[config.mk]
export PLATFORM = sky130hd
export DESIGN_NAME = mop_tree_scheduler_flat
export DESIGN_NICKNAME = d
export VERILOG_FILES = /design/src/rtl/mop_tree_if.sv /design/src/rtl/mop_tree_scheduler.sv /design/src/flat_wrapper.sv
export SDC_FILE = /design/constraint.sdc
export NUM_CORES = 1
export LEC_CHECK = 0
export ABC_AREA = 1
export CAP_MARGIN = 5
export CORE_MARGIN = 5
export CORE_UTILIZATION = 60
export CTS_CLUSTER_SIZE = 25
export DETAILED_ROUTE_END_ITERATION = 10
export PLACE_DENSITY_LB_ADDON = 0.1
export SYNTH_ARGS = -nofsm -noshare
export SYNTH_HDL_FRONTEND = slang
export SYNTH_SLANG_ARGS = --single-unit
[constraint.sdc]
create_clock -name clk -period 11.49 [get_ports clk]
set_input_delay 2.298 -clock clk [delete_from_list [all_inputs] [get_ports clk]]
set_output_delay 2.298 -clock clk [all_outputs]
set_load 0.02 [all_outputs]
[src/rtl/mop_tree_if.sv]
// Handshake and shared-adder bundle between the operand source, the tree
// scheduler and the shared ripple-carry adder.
interface mop_tree_if #(
    parameter int N  = 19,
    parameter int AW = 22
);
    logic          in_valid;
    logic          in_ready;
    logic [N-1:0]  in_data;
    logic [AW-1:0] add_a;
    logic [AW-1:0] add_b;
    logic          add_cin;
    logic          add_en;
    logic [AW:0]   add_sum;
    logic          out_valid;
    logic          out_ready;
    logic [AW-1:0] out_sum;
    logic          busy;

    modport master (
        output in_valid, in_data, out_ready, add_sum,
        input  in_ready, add_a, add_b, add_cin, add_en, out_valid, out_sum, busy
    );

    modport slave (
        input  in_valid, in_data, out_ready, add_sum,
        output in_ready, add_a, add_b, add_cin, add_en, out_valid, out_sum, busy
    );
endinterface

[src/rtl/mop_tree_scheduler.sv]
// Sequential multi-operand adder: loads 2^LOGK operands, reduces them pairwise
// level by level through one shared adder, then presents the batch sum.
//
// state  | meaning
// LOAD   | accepting operands into op[idx]
// ADD    | driving one pair into the shared adder, capturing after ADD_LAT edges
// OUT    | holding op[0] as the batch sum until the consumer accepts it
module mop_tree_scheduler #(
    parameter int N       = 19,
    parameter int LOGK    = 3,
    parameter int ADD_LAT = 1
) (
    input  logic      clk,
    input  logic      rst,
    mop_tree_if.slave bus
);
    localparam int K  = 1 << LOGK;
    localparam int AW = N + LOGK;
    localparam int PW = (LOGK > 1) ? LOGK - 1 : 1;
    localparam int LW = (LOGK > 1) ? $clog2(LOGK) : 1;
    localparam int WW = (ADD_LAT > 1) ? $clog2(ADD_LAT) : 1;

    typedef enum logic [1:0] {S_LOAD, S_ADD, S_OUT} state_t;

    state_t          state;
    logic [AW-1:0]   op [K];
    logic [LOGK-1:0] idx;
    logic [PW-1:0]   pair;
    logic [LW-1:0]   level;
    logic [WW-1:0]   waitcnt;

    logic [LOGK-1:0] ia;
    logic [LOGK-1:0] ib;
    logic [LOGK-1:0] iw;
    logic            last_pair;
    logic            last_level;
    logic            unused_carry;

    // Operand/result slot selection for the current pair and level.
    always_comb begin
        ia         = LOGK'(2 * int'(pair));
        ib         = ia | LOGK'(1);
        iw         = LOGK'(int'(pair));
        last_pair  = (int'(pair) == ((K >> (int'(level) + 1)) - 1));
        last_level = (int'(level) == LOGK - 1);
    end

    // Sequencer: operand load, tree reduction with adder wait, result hold.
    always_ff @(posedge clk or posedge rst) begin
        if (rst) begin
            state   <= S_LOAD;
            idx     <= '0;
            pair    <= '0;
            level   <= '0;
            waitcnt <= '0;
            for (int i = 0; i < K; i++) op[i] <= '0;
        end else begin
            case (state)
                S_LOAD: begin
                    if (bus.in_valid) begin
                        op[idx] <= {{LOGK{1'b0}}, bus.in_data};
                        if (idx == LOGK'(K - 1)) begin
                            idx     <= '0;
                            level   <= '0;
                            pair    <= '0;
                            waitcnt <= '0;
                            state   <= S_ADD;
                        end else begin
                            idx <= idx + 1'b1;
                        end
                    end
                end
                S_ADD: begin
                    if (waitcnt == WW'(ADD_LAT - 1)) begin
                        // Carry-out can never be set: K*(2^N-1) < 2^AW.
                        op[iw]  <= bus.add_sum[AW-1:0];
                        waitcnt <= '0;
                        if (last_level) begin
                            pair  <= '0;
                            level <= '0;
                            state <= S_OUT;
                        end else if (last_pair) begin
                            pair  <= '0;
                            level <= level + 1'b1;
                        end else begin
                            pair <= pair + 1'b1;
                        end
                    end else begin
                        waitcnt <= waitcnt + 1'b1;
                    end
                end
                S_OUT: begin
                    if (bus.out_ready) state <= S_LOAD;
                end
                default: state <= S_LOAD;
            endcase
        end
    end

    assign unused_carry  = bus.add_sum[AW];

    assign bus.in_ready  = (state == S_LOAD);
    assign bus.add_en    = (state == S_ADD);
    assign bus.out_valid = (state == S_OUT);
    assign bus.busy      = (state == S_ADD) || (state == S_OUT);
    assign bus.add_cin   = 1'b0;
    assign bus.add_a     = (state == S_ADD) ? op[ia] : '0;
    assign bus.add_b     = (state == S_ADD) ? op[ib] : '0;
    assign bus.out_sum   = (state == S_OUT) ? op[0] : '0;
endmodule

[src/flat_wrapper.sv]
// flat-port wrapper written by rule: the top's interface ports become plain ports
module mop_tree_scheduler_flat 
#(
    parameter int N       = 19,
    parameter int LOGK    = 3,
    parameter int ADD_LAT = 1
)
  (clk, rst, bus_in_valid, bus_in_data, bus_out_ready, bus_add_sum, bus_in_ready, bus_add_a, bus_add_b, bus_add_cin, bus_add_en, bus_out_valid, bus_out_sum, bus_busy);
  mop_tree_if #(.N(N), .AW((N + (3)))) bus_i ();
  input  logic clk;
  input  logic rst;
  input wire logic [$bits(bus_i.in_valid)-1:0] bus_in_valid;
  input wire logic [$bits(bus_i.in_data)-1:0] bus_in_data;
  input wire logic [$bits(bus_i.out_ready)-1:0] bus_out_ready;
  input wire logic [$bits(bus_i.add_sum)-1:0] bus_add_sum;
  output wire logic [$bits(bus_i.in_ready)-1:0] bus_in_ready;
  output wire logic [$bits(bus_i.add_a)-1:0] bus_add_a;
  output wire logic [$bits(bus_i.add_b)-1:0] bus_add_b;
  output wire logic [$bits(bus_i.add_cin)-1:0] bus_add_cin;
  output wire logic [$bits(bus_i.add_en)-1:0] bus_add_en;
  output wire logic [$bits(bus_i.out_valid)-1:0] bus_out_valid;
  output wire logic [$bits(bus_i.out_sum)-1:0] bus_out_sum;
  output wire logic [$bits(bus_i.busy)-1:0] bus_busy;
  assign bus_i.in_valid = bus_in_valid;
  assign bus_i.in_data = bus_in_data;
  assign bus_i.out_ready = bus_out_ready;
  assign bus_i.add_sum = bus_add_sum;
  assign bus_in_ready = bus_i.in_ready;
  assign bus_add_a = bus_i.add_a;
  assign bus_add_b = bus_i.add_b;
  assign bus_add_cin = bus_i.add_cin;
  assign bus_add_en = bus_i.add_en;
  assign bus_out_valid = bus_i.out_valid;
  assign bus_out_sum = bus_i.out_sum;
  assign bus_busy = bus_i.busy;
  mop_tree_scheduler #(.N(N), .LOGK(LOGK), .ADD_LAT(ADD_LAT)) u_core (.clk(clk), .rst(rst), .bus(bus_i));
endmodule
Word level (Yosys, flattened, before mapping)
Cells that the tools add are included.
{"block": "totals", "reg_bits": 186, "word_cells": 91, "inputBits": 46, "out_inout_bits": 71}
{"block": "op_classes", "muxes": 39, "n_shift": 1, "magnitude_cmp": 6, "eq_ne": 11, "add_sub_neg": 6, "n_reduce_logical": 11, "n_bitwise": 4}
{"cell": "$bwmux 176", "n": 2}
{"cell": "$mux 176", "n": 2}
{"cell": "$pmux 176 s2", "n": 1}
{"cell": "$mux 22", "n": 9}
{"cell": "$bmux 22 s3", "n": 2}
{"cell": "$demux 22 s3", "n": 2}
{"cell": "$eq 3x32->1", "n": 1}
{"cell": "$shr 4x32->32 const A", "n": 1}
{"cell": "$sub 32x2->32 const B", "n": 1}
{"cell": "$mux 2", "n": 13}
{"cell": "$ge 4x4->1 const B", "n": 4}
{"cell": "$not 3->4", "n": 3}
{"cell": "$reduce_and 5->1", "n": 2}
{"cell": "$lt 4x1->1 const B", "n": 2}
{"cell": "$pmux 2 s2", "n": 2}
{"cell": "$ne 2x2->1 const B", "n": 3}
{"cell": "$pmux 2 s3", "n": 1}
{"cell": "$reduce_and 3->1", "n": 2}
{"cell": "$add 2x1->2 const B", "n": 2}
{"cell": "$eq 2x2->1 const B", "n": 2}
{"cell": "$ne 2x1->1 const B", "n": 2}
{"cell": "$not 2->4", "n": 1}
{"cell": "$reduce_and 4->1", "n": 1}
{"cell": "$add 2x1->3 const B", "n": 1}
{"cell": "other kinds (13)", "n": 16}

Depth between registers and ports, before layout
Gate-level depths: netlist of run 1.
{"block": "logic_depth", "ltp_word": 8, "ltp_mapped": 10, "depth_no_buf": 10}

Least setup slack after synthesis of run 1
No wires, ideal clock.
{"block": "synth_path", "path_type": "register to output", "start": "register u_core.state[1]", "end": "output bus_add_a[0]", "arrival_ps": 1984, "path_buffers": 2, "slack_ps": 7208, "t_required_ps": 9192, "stages_incl_launch_ff": 7, "cell_sequence": "dfrtp_1 > inv_1 > ha_1 > buf_2 > nand2_1 > clkbuf_1 > o32ai_1"}
{"block": "synth_between", "elab_chain_len": 2}
{"item": "from (decl)", "line": "mop_tree_scheduler.sv:25", "text": "state_t state;"}
{"item": "from (signal assigned)", "line": "mop_tree_scheduler.sv:51", "text": "state <= S_LOAD;"}
{"item": "from (signal assigned)", "line": "mop_tree_scheduler.sv:67", "text": "state <= S_ADD;"}
{"item": "from (signal assigned)", "line": "mop_tree_scheduler.sv:81", "text": "state <= S_OUT;"}
{"item": "$eq 2x1->1"}
{"item": "net bus_add_en", "line": "flat_wrapper.sv:20", "text": "output wire logic [$bits(bus_i.add_en)-1:0] bus_add_en;"}
{"item": "$mux 22", "line": "mop_tree_scheduler.sv:107", "text": "assign bus.add_a = (state == S_ADD) ? op[ia] : '0;"}
{"item": "to (decl)", "line": "flat_wrapper.sv:17", "text": "output wire logic [$bits(bus_i.add_a)-1:0] bus_add_a;"}
The timed path passes the listed nets, and every way through them passes these cells.

Final worst setup path of run 1
{"block": "layout_path", "start": "register u_core.state[1]", "end": "output bus_add_b[18]"}
{"block": "layout_between", "elab_chain_len": 2}
{"item": "$eq 2x1->1", "line": "mop_tree_scheduler.sv:108", "text": "assign bus.add_b = (state == S_ADD) ? op[ib] : '0;"}
{"item": "$mux 22", "line": "mop_tree_scheduler.sv:108"}
{"item": "to (decl)", "line": "flat_wrapper.sv:18", "text": "output wire logic [$bits(bus_i.add_b)-1:0] bus_add_b;"}
No other way between the ends.

==> run metrics, run 1 <==
buffers added on ports=approximately 110; WL final=27,800 µm; Initial Util=61.8%; Die Span X=133 µm; Leak Pwr=0.00505 µW; Worst-Margin Slew=1.17 ns; Avg Cell Area, Syn=7.68 µm²; # nets final=1,297; startpoint class of the critical path=flip-flop; metal2 WL=~12,000 µm; Worst EP arrival=roughly 4.0 ns; max-slew violations=0; P_sw=1330 µW; Flop pwr share=33.5%; post-CTS setup buffer count=0; Pwr Total=3040 µW; H-Tree Level Count=4; highest ir drop seen on vdd=0.178 mV; Synth top cells by count=nand2_1 (274), o21ai_0 (232), dfrtp_1 (173); DR WL/cell=19.4 µm; Finished Cell Area=0.0108 mm²; register bit total from synthesis=173; clock latency on the worst-skew pair=0.43 ns; Fin. Hold Viols=0; post-layout util=73.8%; crit end category=primary output; proportion of layout cells with a drive suffix above 1=around 4.5%; routed metal-1 wirelength=11,400 µm; core box area=between 0.01 and 0.015 mm²; CTS Sinks=173; Period Utilization, post-route=54.5%; Detailed Place HPWL=17,200 µm; FFs w/ async S/R, synth=100%; placed cell area=about 0.010 mm²; clock root buffer=clkbuf_16; Max FO, Critical Path=51; worst path bufs/invs=3; Synth-to-Final Area Change=19.3%; Max stage delay on crit path=0.86 ns; routed via count=8,789; largest net degree at the start of global routing=100; Synthesized Nets=1,239; DRT Pass-1 Iters=8; total die area=around 0.018 mm²; CTS buffer count=17; min-delay src=u_core.op[152]; Internal Pwr Total=1710 µW; Highest Clock Rate=approximately 160 MHz; number of enable flip-flop cells after synthesis=0; CP required=9.19 ns; total grt overflow=0; DRC=0; met3 WL post-DR=around 3800 µm; clock share of power=21.3%; vias per cell=6.13; clk buf depth=2; Slowest cell on crit path=nand2_1; clock skew=0.00802 ns; # IOs=about 120; initial antenna violation count=0; Crit Path Class=flip-flop to primary output; Post-Syn Area=0.00905 mm²; Routed Antenna Nets=0; library cells used by synthesis=30; global-route wire length before repair=44,400 µm; total negative slack=0 ns; Detailed Route Iter0 Violations=1,286; cell area power density=282 mW/mm²; GPL Wtd Cong=0.901; cell family with most CP delay=buffers and inverters; post_cts resized=0; CP Cell Sequence=inv_1 > ha_2 > buf_4 > nand2_1 > o32ai_1 > clkdlybuf4s50_1; Die Height=133 µm; clk slew on worst S/H paths=0.07 ns; share of the synthesized area in the top cell type=47.8%; most area-consuming cells after synthesis=dfrtp_1 (48%), o21ai_0 (13%), nand2_1 (11%); top sig layer=met4; max_cap viols=0; vias in the first global route=around 8,400; largest area contributor in the netlist=dfrtp_1; fin crit period=roughly 6.3 ns; max_slew headroom=21.8%; CP Launch Point=u_core.state[1]; hold buffers post-CTS=0; Mapped Cells=1,179; Rows=between 40 and 50; Seq/Total Area, Yosys=47.8%; RSZ-0062 raised after global routing=false; Setup violations, final=0; status=finished, final reports clean; Hold Slack=0.480 ns; filler instances=~1,200; overall routing resource usage=31.7%; Sw Share=approximately 44%; combinational share of power=45.1%; Ys Warns=0; Hold Crit Class=flip-flop to flip-flop; predominant post-synthesis flop cell=dfrtp_1; start of the worst register-to-register path=u_core.state[1]; count leader, synth=nand2_1; diodes inserted=0; CTS tree=built
-- final timing paths --
check | endpoint | slack, ns | cells after the start
min | u_core.op[152] | 0.48 | 2
max in group asynchronous | u_core.op[70] | 7.57 | 3
min in group asynchronous | u_core.op[38] | 2.42 | 2
max reg2reg | u_core.op[90] | 7.80 | 8
max | bus_add_b[18] | 5.23 | 6
min reg2reg | u_core.op[152] | 0.48 | 2
-- state kept, by name (all words and copies together), names as in the netlist --
signal,cells
u_core.idx,3
u_core.pair,2
u_core.op,164
u_core.level,2
u_core.state,2
-- through the flow --
step / instances / setup slack, ns
finish: 1434 / 5.23
global route: 1434 / 5.14
CTS: 1434 / 5.32
detailed placement: 1402 / 5.81
global placement: 1402 / 5.82
floorplan: 1179 / 4.50
-- layout by cell type, fill, tap and decap left out, types with 12 or more instances in the layout --
cell / synthesis / final
a22oi_1: 57 / 57
nor2_1: 149 / 147
inv_1: 95 / 93
ha_1: 14 / 13
a21oi_1: 25 / 25
clkdlybuf4s50_1: 0 / 114
clkbuf_16: 0 / 17
o32ai_1: 23 / 23
nand3_1: 24 / 24
o21ai_0: 232 / 232
nand2_1: 274 / 274
buf_4: 2 / 12
dfrtp_1: 173 / 172
-- logic make-up after synthesis --
family,after synthesis,share of synthesized area (%)
buf+inv,185,8.36
fa+ha+maj,14,1.94
compound gates,348,22.0
flops,173,47.8
simple gates,458,19.8
other cells,1,0.0414
-- area by class of cell --
type                            instances  area, µm²  area share, %
Sequential cell                       173       4330           40.1
Multi-Input combinational cell        821       3980           36.8
Timing Repair Buffer                  126       1230           11.4
Clock buffer                           22        444           4.11
Inverter                               98        373           3.45
Tap cell                              184        230           2.13
Clock inverter                         10        213           1.97
-- power groups by stage --
stage          Sequential [µW]  Combinational (µW)  Clock [µW]
2_1_floorplan              957                 947           0
3_3_place_gp              1010                1310           0
3_5_place_dp              1020                1330           0
4_1_cts                   1010                1350         652
5_1_grt                   1040                1510         680
6_report                  1020                1370         650
-- worst reg2reg max path: cells and delay by family (launching register included) --
kind	cells	cell delay (ns)
adders and majority gates	1	0.16
DFF	1	0.40
buffers and inverters	4	1.89
and+or+nand+nor	1	0.44
AOI/OAI and AO/OA	2	0.64
-- metal layers --
layer / track usage (%) / up-vias
met3: 10.4 / 56
met1: 44.9 / 4094
met5: 0 / -
met2: 45.8 / 632
li1: - / 4007
met4: 11.0 / 0
(Power assumes the default switching activity.)
==> inputs of run 2 (changes only) <==
--- a/config.mk
+++ b/config.mk
@@ -8,7 +8,7 @@
 export ABC_AREA = 1
 export CAP_MARGIN = 5
 export CORE_MARGIN = 5
-export CORE_UTILIZATION = 60
+export CORE_UTILIZATION = 56
 export CTS_CLUSTER_SIZE = 25
 export DETAILED_ROUTE_END_ITERATION = 10
 export PLACE_DENSITY_LB_ADDON = 0.1
==> constraint.sdc (replaced) <==
create_clock -name clk -period 6.1 [get_ports clk]
set_input_delay 1.22 -clock clk [delete_from_list [all_inputs] [get_ports clk]]
set_output_delay 1.22 -clock clk [all_outputs]
set_load 0.02 [all_outputs]
==> run 2 against run 1 <==
- count of clock-buffer cells in the layout fell by 1
- critical path depth fell by 1
- non-clock buffer count unchanged
- critical path type unchanged
==> run metrics, run 2 (same netlist as run 1, synthesis figures left out) <==
Initial Util=between 50% and 60%; RSZ-0062 raised after global routing=false; largest net degree at the start of global routing=95; vias in the first global route=8,401; Finished Cell Area=0.0108 mm²; WL final=27,600 µm; total die area=0.0188 mm²; proportion of layout cells with a drive suffix above 1=about 4.6%; # IOs=approximately 120; hold buffers post-CTS=0; total grt overflow=0; clock skew=between 0.006 and 0.007 ns; max_slew headroom=20.5%; Die Span X=137 µm; most common cell after layout, fill and taps aside=nand2_1; initial antenna violation count=0; routed via count=8,623; diodes inserted=0; CP Launch Point=u_core.pair[1]; Hold Crit Class=flip-flop to flip-flop; CP required=between 4 and 5 ns; crit end category=primary output; Fin. Hold Viols=0; clock root buffer=clkbuf_16; # nets final=1,297; Worst-Margin Slew=1.19 ns; status=finished, final reports clean; H-Tree Level Count=4; start of the worst register-to-register path=u_core.pair[1]; startpoint class of the critical path=flip-flop; Hold Slack=0.481 ns; post_cts resized=0; Detailed Route Iter0 Violations=913; Setup violations, final=0; DRC=0; Die Height=137 µm; overall routing resource usage=30.5%; Routed Antenna Nets=0; Synth-to-Final Area Change=19.4%; highest ir drop seen on vdd=0.296 mV; global-route wire length before repair=44,000 µm; buffers added on ports=114; Crit Path Class=flip-flop to primary output; DRT Pass-1 Iters=6; Detailed Place HPWL=16,400 µm; Largest register FFs=164; CTS tree=built; placed cell area=0.0102 mm²; Largest regs=u_core.op: 164 flops, u_core.idx: 3 flops; multi-input logic area=~0.004 mm²; max-slew violations=0; core box area=0.0159 mm²; leading cell types in the layout, fill and taps excluded=nand2_1 (273), o21ai_0 (232), dfrtp_1 (172); CTS buffer count=17; CP Cell Sequence=clkinv_1 > nor2_1 > o21ai_0 > a21oi_1 > clkdlybuf4s50_1; fin crit period=4.88 ns; GPL Wtd Cong=roughly 0.86; Max stage delay on crit path=0.97 ns; placed cells=1,434; post-layout util=68.0%; Rows=46; total negative slack=0 ns; Seq. cell area=0.00433 mm²; post-CTS setup buffer count=0; post-route insts no fill=around 1,500; clock latency on the worst-skew pair=0.43 ns; Highest Clock Rate=205 MHz; Leak Pwr=0.00505 µW; max_cap viols=0; Max FO, Critical Path=22; Worst EP arrival=between 3 and 4 ns; CTS Sinks=173; DR WL/cell=18.8 µm; min-delay src=u_core.op[40]; Top reg by flops=u_core.op; filler instances=1,369; vias per cell=5.88; Slowest cell on crit path=dfrtp_1; cell area power density=523 mW/mm²; clk buf depth=2; clk slew on worst S/H paths=0.06 ns; Period Utilization, post-route=between 80% and 90%
-- run 2: cell count changes in the layout (fill, tap and decap cells not counted) --
cell / delta
clkbuf_1: -2
clkinv_2: +4
nor3_4: +2
bufinv_16: -2
clkinvlp_4: -1
nor2_1: +2
clkbuf_8: +1
nand2_1: -1
nor2_2: -2
inv_6: +1
clkinv_4: -1
nand2_2: +1
nor3_2: -2
-- run 2: routing by layer --
layer	GRT usage (%)	routed length, µm
met1	41.0	11600
met3	5.40	2230
met5	0	0
met4	14.4	897
met2	48.3	12900
-- run 2: critical path: cells and delay by family (launching register included) --
family | cells | cell delay [ns]
flops | 1 | 0.97
simple gates | 1 | 0.25
buf+inv | 2 | 1.58
compound gates | 2 | 0.41
-- run 2: metrics by stage --
stage | setup slack [ns] | power, µW
final | 1.22 | 5650
after global routing | 1.08 | 6030
after CTS | 1.31 | 5620
after detailed placement | 1.77 | 4460
after global placement | 1.78 | 4390
after floorplan | 0.192 | 3590
-- run 2: final cells by class --
cell class	count	share of cell area, %
Clock buffer	21	4.17
Inverter	98	3.45
Multi-Input combinational cell	821	36.9
Sequential cell	173	40.1
Timing Repair Buffer	126	11.4
Tap cell	216	2.50
Clock inverter	11	1.53
-- run 2: report_power, final --
group | leakage (µW) | switching [µW] | internal [µW] | total (µW)
Clock | 0.000301 | 451 | 695 | 1150
Sequential | 0.00229 | 327 | 1600 | 1930
Combinational | 0.00245 | 1730 | 848 | 2570
-- run 2: path summary, 6_finish.rpt --
kind,to,depth (start not counted),slack [ns]
hold / removal,u_core.op[40],2,0.48
max in group asynchronous,u_core.op[49],3,3.65
setup reg to reg,u_core.op[160],5,1.87
min in group asynchronous,u_core.op[59],2,1.34
setup / recovery,bus_add_a[18],5,1.22
hold reg to reg,u_core.op[40],2,0.48
==> inputs of run 3 (changes only) <==
--- a/config.mk
+++ b/config.mk
@@ -8,7 +8,7 @@
 export ABC_AREA = 1
 export CAP_MARGIN = 5
 export CORE_MARGIN = 5
-export CORE_UTILIZATION = 56
+export CORE_UTILIZATION = 51
 export CTS_CLUSTER_SIZE = 25
 export DETAILED_ROUTE_END_ITERATION = 10
 export PLACE_DENSITY_LB_ADDON = 0.1
==> constraint.sdc (replaced) <==
create_clock -name clk -period 4.1 [get_ports clk]
set_input_delay 0.82 -clock clk [delete_from_list [all_inputs] [get_ports clk]]
set_output_delay 0.82 -clock clk [all_outputs]
set_load 0.02 [all_outputs]
==> run 3 against run 2 <==
- power increased by 48%
- sequential cell count unchanged
- via count shrank 1.6%
- global-route usage is 2.8 points lower
- worst hold slack got worse by 0.0041 ns
- count of clock-buffer cells in the layout did not move
- sequential power increased by 46%
- largest cell class unchanged
==> run metrics, run 3 (same netlist as run 1, synthesis figures left out) <==
Finished Cell Area=0.0110 mm²; CP Cell Sequence=clkinv_1 > nor2_1 > o21ai_0 > a21oi_1 > clkdlybuf4s50_1; Die Span X=143 µm; max_slew headroom=26.2%; start of the worst register-to-register path=u_core.pair[1]; # IOs=117; Fin. Hold Viols=0; Worst-Margin Slew=1.10 ns; total negative slack=0 ns; clk slew on worst S/H paths=0.07 ns; total die area=0.0205 mm²; Slowest cell on crit path=clkinv_1; H-Tree Level Count=4; max-slew violations=0; Crit Path Class=flip-flop to primary output; global-route wire length before repair=between 40,000 and 50,000 µm; WL final=27,900 µm; Detailed Route Iter0 Violations=966; CTS tree=built; Synth-to-Final Area Change=21.2%; Initial Util=52.2%; diodes inserted=0; Setup violations, final=0; clock root buffer=clkbuf_16; multi-input logic area=0.00398 mm²; hold buffers post-CTS=0; cell family with most CP delay=buffers and inverters; min-delay src=u_core.op[136]; Max FO, Critical Path=18; status=finished, final reports clean; most common cell after layout, fill and taps aside=nand2_1; fin crit period=3.87 ns; Die Height=143 µm; DR WL/cell=roughly 19 µm; CTS Sinks=173; CP required=~3.3 ns; post-CTS setup buffer count=0; buffers added on ports=114; Hold Crit Class=flip-flop to flip-flop; Max stage delay on crit path=0.71 ns; clock latency on the worst-skew pair=0.42 ns; proportion of layout cells with a drive suffix above 1=between 5 and 6%; startpoint class of the critical path=flip-flop; clk buf depth=2; Final WS setup=~0.23 ns; # nets final=1,314; cell area power density=762 mW/mm²; Worst path depth=5; vias per cell=roughly 5.7; DRC=0; Routed Antenna Nets=0; DRT Pass-1 Iters=5; max_cap viols=0; Place WS=approximately 0.78 ns; largest net degree at the start of global routing=95; Highest Clock Rate=258 MHz; vias in the first global route=between 8,000 and 9,000; Worst R2R Path Depth=5; routed via count=8,483; Top reg by flops=u_core.op; CTS buffer count=17; end of the worst hold path=u_core.op[136]; clock skew=between 0.007 and 0.008 ns; Leak Pwr=0.00512 µW; Rows=between 40 and 50; Seq. cell area=between 0.004 and 0.005 mm²; Largest register FFs=164; Period Utilization, post-route=94.5%; crit end category=primary output; Pwr Total=between 8000 and 9000 µW; initial antenna violation count=0; highest ir drop seen on vdd=between 0.3 and 0.4 mV; core box area=between 0.015 and 0.02 mm²; RSZ-0062 raised after global routing=false; post-layout util=63.2%; Detailed Place HPWL=17,300 µm; leading cell types in the layout, fill and taps excluded=nand2_1 (274), o21ai_0 (232), dfrtp_1 (172); WHS Path Cells=2; GPL Wtd Cong=0.859; Largest regs=u_core.op: 164 flops, u_core.idx: 3 flops; total grt overflow=0; placed cell area=0.0104 mm²; Worst EP arrival=3.05 ns; overall routing resource usage=~28%; R2R setup slack=1.10 ns; reg2reg end=u_core.op[167]; filler instances=1,577; post_cts resized=0; worst path bufs/invs=2
run 3: changes by cell type in the layout (fill, tap and decap cells not counted), moves of 2 or more:
cell,change
buf_4,+10
clkinv_4,+4
clkbuf_1,-2
clkbuf_8,+2
clkinv_2,-2
clkinvlp_4,+3
buf_12,+7
inv_6,-2
bufinv_16,-4
run 3: power breakdown:
part           internal [µW]  total (µW)  switching (µW)  leakage [µW]
clock                    831        1530             701      0.000267
combinational           1370        4010            2640       0.00256
sequential              2390        2810             424       0.00229
total                   4590        8350            3770       0.00512
run 3: how the worst max path moves through the flow:
stage	from	to	slack (ns)
2_1_floorplan	rst	u_core.idx[0]	1.07
3_3_place_gp	u_core.pair[1]	bus_add_a[1]	0.76
3_5_place_dp	u_core.pair[1]	bus_add_b[17]	0.78
4_1_cts	u_core.pair[1]	bus_add_b[17]	0.29
5_1_grt	u_core.pair[1]	bus_add_b[1]	0.06
6_report	u_core.pair[1]	bus_add_b[17]	0.23
run 3: layout make-up:
cell class	count	share of cell area (%)
well taps	225	2.57
flip-flops and latches	173	39.5
clock buffers	21	4.29
multi-input cells	821	36.3
repair buffers	143	13.2
inverters	98	3.39
clock inverters	11	0.799
run 3: stage by stage:
step / hold WS [ns] / std cells
after floorplan: 0.448 / 1179
after global placement: 0.460 / 1460
after detailed placement: 0.467 / 1460
after CTS: 0.483 / 1492
after global routing: 0.499 / 1492
final: 0.477 / 1492
run 3: tightest hold or removal path, stage by stage (launching register included):
cell	delay, ns
dfrtp_1	0.34
nand2_1	0.05
o21ai_0	0.05
run 3: routing by layer:
layer | GRT usage (%) | part of all wire, % | vias to the layer above | wire [µm]
li1 | - | - | 4036 | -
met2 | 44.7 | 47 | 388 | 13100
met5 | 0 | 0 | - | 0
met4 | 9.07 | 2.5 | 0 | 690
met3 | 4.89 | 7.9 | 57 | 2200
met1 | 38.3 | 43 | 4002 | 11900
